[src/rtl/tdm_mux_16_1.sv]
// 16:1 round-robin time-division multiplexer: one registered output word per
// cycle, tagged with its source channel, valid/ready on the output side.
module tdm_mux_16_1 #(
  parameter int DATA_WIDTH = 8
) (
  input  logic                     Clock_In,
  input  logic                     Reset_In,
  input  logic                     Enable_In,
  input  logic [16*DATA_WIDTH-1:0] Data_In,
  input  logic [15:0]              Valid_In,
  output logic [15:0]              Ready_Out,
  output logic [DATA_WIDTH-1:0]    Data_Out,
  output logic [3:0]               Select_Out,
  output logic                     Valid_Out,
  input  logic                     Ready_In
);

  typedef enum logic {EMPTY, FULL} state_t;

  state_t                state, state_next;
  logic [3:0]            ptr;
  logic [3:0]            grant;
  logic [3:0]            idx;
  logic                  found;
  logic                  cap;
  logic [DATA_WIDTH-1:0] words [16];

  always_comb begin
    for (int unsigned i = 0; i < 16; i++) begin
      words[i] = Data_In[i*DATA_WIDTH +: DATA_WIDTH];
    end
  end

  // Search upward from the slot after the last grant; 4-bit add wraps 15 -> 0.
  always_comb begin
    found = 1'b0;
    grant = '0;
    idx   = '0;
    for (int unsigned i = 0; i < 16; i++) begin
      idx = ptr + 4'(i + 1);
      if (!found && Valid_In[idx]) begin
        found = 1'b1;
        grant = idx;
      end
    end
  end

  always_comb begin
    cap       = Enable_In && found && (state == EMPTY || Ready_In) && !Reset_In;
    Ready_Out = '0;
    if (cap) begin
      Ready_Out[grant] = 1'b1;
    end
  end

  always_comb begin
    state_next = state;
    case (state)
      EMPTY:   if (cap) state_next = FULL;
      FULL:    if (Ready_In && !cap) state_next = EMPTY;
      default: state_next = EMPTY;
    endcase
  end

  always_ff @(posedge Clock_In) begin
    if (Reset_In) begin
      state      <= EMPTY;
      ptr        <= 4'hF;
      Data_Out   <= '0;
      Select_Out <= '0;
    end else begin
      state <= state_next;
      if (cap) begin
        ptr        <= grant;
        Data_Out   <= words[grant];
        Select_Out <= grant;
      end
    end
  end

  always_comb Valid_Out = (state == FULL);

endmodule
[config.mk]
export PLATFORM = sky130hd
export DESIGN_NAME = tdm_mux_16_1
export DESIGN_NICKNAME = d
export VERILOG_FILES = /design/src/rtl/tdm_mux_16_1.sv
export SDC_FILE = /design/constraint.sdc
export NUM_CORES = 1
export LEC_CHECK = 0
export ABC_AREA = 0
export CAP_MARGIN = 30
export CORE_MARGIN = 4
export CORE_UTILIZATION = 23
export CTS_BUF_LIST = sky130_fd_sc_hd__clkbuf_8
export DETAILED_ROUTE_END_ITERATION = 10
export GPL_TIMING_DRIVEN = 0
export RECOVER_POWER = 25
export SYNTH_ARGS = -nofsm -noshare
export SYNTH_HDL_FRONTEND = slang
export SYNTH_SLANG_ARGS = --single-unit
[constraint.sdc]
create_clock -name Clock_In -period 8 [get_ports Clock_In]
set_clock_uncertainty 0.05 [all_clocks]
set_input_delay 1.2 -clock Clock_In [delete_from_list [all_inputs] [get_ports Clock_In]]
set_output_delay 1.2 -clock Clock_In [all_outputs]
set_load 0.05 [all_outputs]
; ---- Yosys cells after proc, flatten, opt, wreduce, memory -nomap -nowiden
; Index checks and enable logic that the tools add are counted.
[word_totals]
regBits = 17
[op_classes]
reduce_logical = 38
n_addsub = 15
muxes = 73
bitwise_logic = 2
n_lt_le_gt_ge = 19
[op_table]
columns = cell, count
row1 = $lt A4 B5 Y1 const B, 17
row2 = $bmux W1 S4, 16
row3 = $mux W4, 16
row4 = $mux W1, 35
row5 = $add A4 B4 Y4 const B, 8
row6 = $bmux W8 S4, 1
row7 = $logic_and A1 B1 Y1, 20
row8 = $logic_not A1 Y1, 17
row9 = $add A4 B3 Y4 const B, 4
row10 = $mux W16, 1
row11 = $mux W8, 2
row12 = $add A4 B2 Y4 const B, 2
row13 = $ge A5 B5 Y1 const B, 1
row14 = $not A4 Y5, 1
row15 = $add A4 B1 Y4 const B, 1
row16 = $demux W1 S4, 1
row17 = $ge A4 B1 Y1 const B, 1
row18 = $pmux W1 S2, 1
row19 = $logic_or A1 B1 Y1, 1
row20 = $not A1 Y1, 1

; ---- Depth between registers and ports, before layout
; Gate-level depths: netlist (run 1).
[logic_depth]
depth_word = 56
mapped_depth = 20

; ---- Least setup slack after synthesis (run 1)
; No wires, ideal clock.
[synth_timing]
path_kind = flip-flop to output port
start = reg ptr[1]
end = out Ready_Out[3]
slack_ns = 0.815
n_path_buf = 7
t_arrival_ns = 5.935
stages_incl_launch_ff = 20
t_required_ns = 6.750
path_cell_list = dfxtp_1 buf_2 clkbuf_1 inv_1 ha_1 buf_2 buf_1 mux2_2 mux4_2 mux2i_1 nand2_1 nor4_4 or3b_1 a32o_1 buf_6 buf_6 buf_6 nor2_1 nand2_1 nor3_1
[synth_via]
elab_chain_len = 54
[synth_lines]
columns = element, line
row1 = "start, declared", 21  ; logic [3:0] ptr;
row2 = "start signal, assigned", 74  ; ptr <= grant;
row3 = $add A4 B1 Y4, 40  ; idx = ptr + 4'(i + 1);
row4 = $bmux W1 S4, 41  ; if (!found && Valid_In[idx]) begin
row5 = $mux W1 (not written as such), 41
row6 = $mux W1, 41
row7 = $logic_not A1 Y1, 41
row8 = $logic_and A1 B1 Y1, 41
row9 = $mux W1, 41
row10 = $logic_not A1 Y1, 41
row11 = [38 not listed], --
row12 = $logic_not A1 Y1, 41
row13 = $logic_and A1 B1 Y1, 41
row14 = $mux W4, 41
row15 = $lt A4 B5 Y1 (not written as such) / $ge A4 B1 Y1 (equally long branches), 52  ; Ready_Out[grant] = 1'b1;
row16 = $logic_and A1 B1 Y1 (not written as such), 52
row17 = $mux W1 (not written as such), 52
row18 = $demux W1 S4, 52
row19 = $mux W16 (*), 51  ; if (cap) begin
row20 = "end, declared", 11  ; output logic [15:0] Ready_Out,
; Every way passes the cells marked *; elsewhere a longest branch is shown, timed or not. The select of a mux whose other input is x is not followed.

; ---- Worst setup path in the final report (run 1)
[layout_timing]
start = reg ptr[1]
end = out Ready_Out[9]
; The elaborated chain is that of the path after synthesis.

==> metrics.cfg, run 1 <==
[setup_path]
slowest_delay_ps=820
cp_cell_sequence=buf_4, inv_1, ha_1, buf_2, clkbuf_1, mux4_2, mux2i_1, mux2i_1, or3b_4, nor4_4, or3b_1, a32o_1, buf_6, buf_6, buf_6, or3_4, nor2_1, clkdlybuf4s50_1
critical_path.max_fanout=19
crit_top_cell=buf_6
path_buf_inv=8
end_kind=primary output
path_class=reg2out
start_kind=register
crit_path_top_delay_cell=clkdlybuf4s50_1
crit_required_ps=6750
worst_ep_arrival_time_ps=6450
critPathTopFamily=buffers and inverters

[cells_and_area]
final_common_cell=clkdlybuf4s50_1
drive_gt1_share_pct=11.9
layout.nets=795
n_antenna_cell=0
area_growth_pct=52.4
most-common-layout-cells=154 x clkdlybuf4s50_1, 125 x mux2i_1, 32 x a21oi_1, 31 x nor2_1, 23 x mux4_2
final_cell_area_sq_mm=0.00616
finalNonFillerCells=863

[drt]
via_per_inst=5.13
dr.pass1.iters=5
drc_errors=0
wl_per_cell_um=19.2
vias=4426
drt_wl_total_mm=16.5
antenna_left=0
drt_iter0_drc=300

[yosys]
async_reset_ff_share_pct=0
synth_area_sq_mm=0.00404
synth_edf_count=0
synth_flop_cell=dfxtp_1
synth_top_cell_by_area=mux2i_1
netlist.area_leader.share_pct=31.2
ys_seq_area_share_pct=8.42
ys_warn_count=0
synth_fp_nets=615
synth_cells=459
yosys.cell_types.count=61
synth_area_leaders=mux2i_1 31%, mux4_2 13%, dfxtp_1 8.4%
post_synth.cell_area_avg_sq_um=8.80
synth_seq_cells=17

[die]
core_sq_mm=0.0172
die-area_sq_mm=0.0198
start_util_pct=23.4
io_pins=177
die_y_um=141
placementRows=48
die_w_um=141

[timing]
clock.fmax_mhz=130
final-hold-violation-count=0
fin_hold_ws_ps=406
slew_viol_final=0
setup_viol=0
worst_pin_slew_ps=962
fin_crit_sh_pct=96.2
fin_crit_ps=7700
rsz0062_at_grt=no
tns_ps=0
relSlewSlack_pct=34.0

[global_routing]
grt_pass1_wl_mm=24.8
grt_overflow_total=0
first_global_vias=4320
grt_usage_pct=15.6
grt_antenna_before_repair=0
grt_max_degree=20

[place]
portBuffers=176
dp.final_hpwl_mm=13.7
dpl_cell_area_sq_mm=0.00608
globalplace.congestion=0.902
placed_cells=860

[cts]
h-tree-depth=1
holdBufCountCts=0
clk_pin_slew_ps=70
clk_latency_ps=250
cts_buffers=3
tritoncts=yes
clk_path_buf_depth=2
cts.sinks=17
cts_root_buf=clkbuf_8

[status]
outcome=completed

[power]
power.density_mw_per_mm2=306
vdd_drop_max_mv=0.148
power.share.clock_pct=3.4
p_sw_mw=1.04
combPwrFrac_pct=90.3
switching_share_pct=55.0
power_report.internal_total_mw=0.847
p_total_mw=1.88
pwr-share-seq_pct=6.3
power.leakage_nw=2.68

[flow_run]
drv_cap=0

[min_path]
min_path_type=reg2reg

-- logic make-up after synthesis --
| kind of cell | Yosys count | synth area share [%] |
|---|---|---|
| adders and majority gates | 8 | 2.48 |
| and+or+nand+nor | 94 | 12.0 |
| buffers and inverters | 45 | 5.76 |
| DFF | 17 | 8.42 |
| xor gates and xnor gates | 10 | 2.17 |
| AOI/OAI and AO/OA | 116 | 18.8 |
| muxes | 169 | 50.3 |
-- Yosys cell counts, drive strengths merged, types with 4 or more instances --
library cell / instances
a21oi: 32
ha: 8
a22oi: 18
clkbuf: 11
inv: 12
mux4: 25
xor2: 5
buf: 22
nand2: 22
o211ai: 7
dfxtp: 17
mux2: 18
xnor2: 5
nor3: 14
a31oi: 13
nor2: 31
a211oi: 4
mux2i: 126
o21ai: 16
-- cell type report --
type                       instances  area [sq um]
sequential                        17           340
clock buffer                       3          41.3
buffer                            32           188
multi-input combinational        397          3480
tap                              225           282
fill                            1769         11100
clock inverter                     1          3.75
inverter                          12          45.0
timing repair buffer             176          1780
-- per-stage QoR --
stage | utilization, % | setup slack, ps
after floorplan | - | 815
after global placement | 35.3 | -517
after detailed placement | 35.3 | -513
after CTS | 35.6 | 85.7
after global routing | 35.7 | 6.83
final | 35.7 | 304
-- registers in the layout (all words and copies together) (netlist names) --
register,cells
Data_Out,8
Select_Out,4
ptr,4
Valid_Out,1
-- tightest hold or removal path: cells and delay by family, from the launching register on --
family,cells,cell delay (ps)
simple gates,1,50
compound gates,1,60
flops,1,310
-- metal layers --
metal	track usage, %	up-vias	wire, um
met1	21.4	2090	7230
met2	26.6	159	8190
met4	2.55	0	197
met5	0	-	0
met3	2.29	13	920
li1	-	2164	-
-- power by group through the flow --
stage	registers [mW]	clock network [mW]	logic (mW)
final	0.118	0.0648	1.70
after global routing	0.121	0.0698	1.82
after CTS	0.118	0.0666	1.70
after detailed placement	0.120	0	1.69
after global placement	0.119	0	1.69
after floorplan	0.176	0	1.17
-- what timing repair did --
item | CTS | global route
setup buffers | 0 | 0
endpoints found under the setup margin | 16 | 12
gates resized for setup | 5 | 10
pin swaps | 0 | 0
-- worst paths after layout --
path / start / endpoint / slack [ps] / cells past startpoint
hold reg to reg: Select_Out[1]$_SDFFE_PP0P_ / Select_Out[1]$_SDFFE_PP0P_ / 410 / 2
setup / recovery: ptr[1]$_SDFFE_PP1P_ / Ready_Out[9] / 300 / 18
setup reg to reg: ptr[1]$_SDFFE_PP1P_ / Data_Out[0]$_SDFFE_PP0P_ / 2180 / 17
hold / removal: Select_Out[1]$_SDFFE_PP0P_ / Select_Out[1]$_SDFFE_PP0P_ / 410 / 2
No activity file was read; power rests on OpenSTA's default activity.
==> run 2: changes to the inputs <==
- GPL_ROUTABILITY_DRIVEN: default -> 0
==> results of run 2 <==
The final DEF is identical to that of run 1; final timing and power are the same.
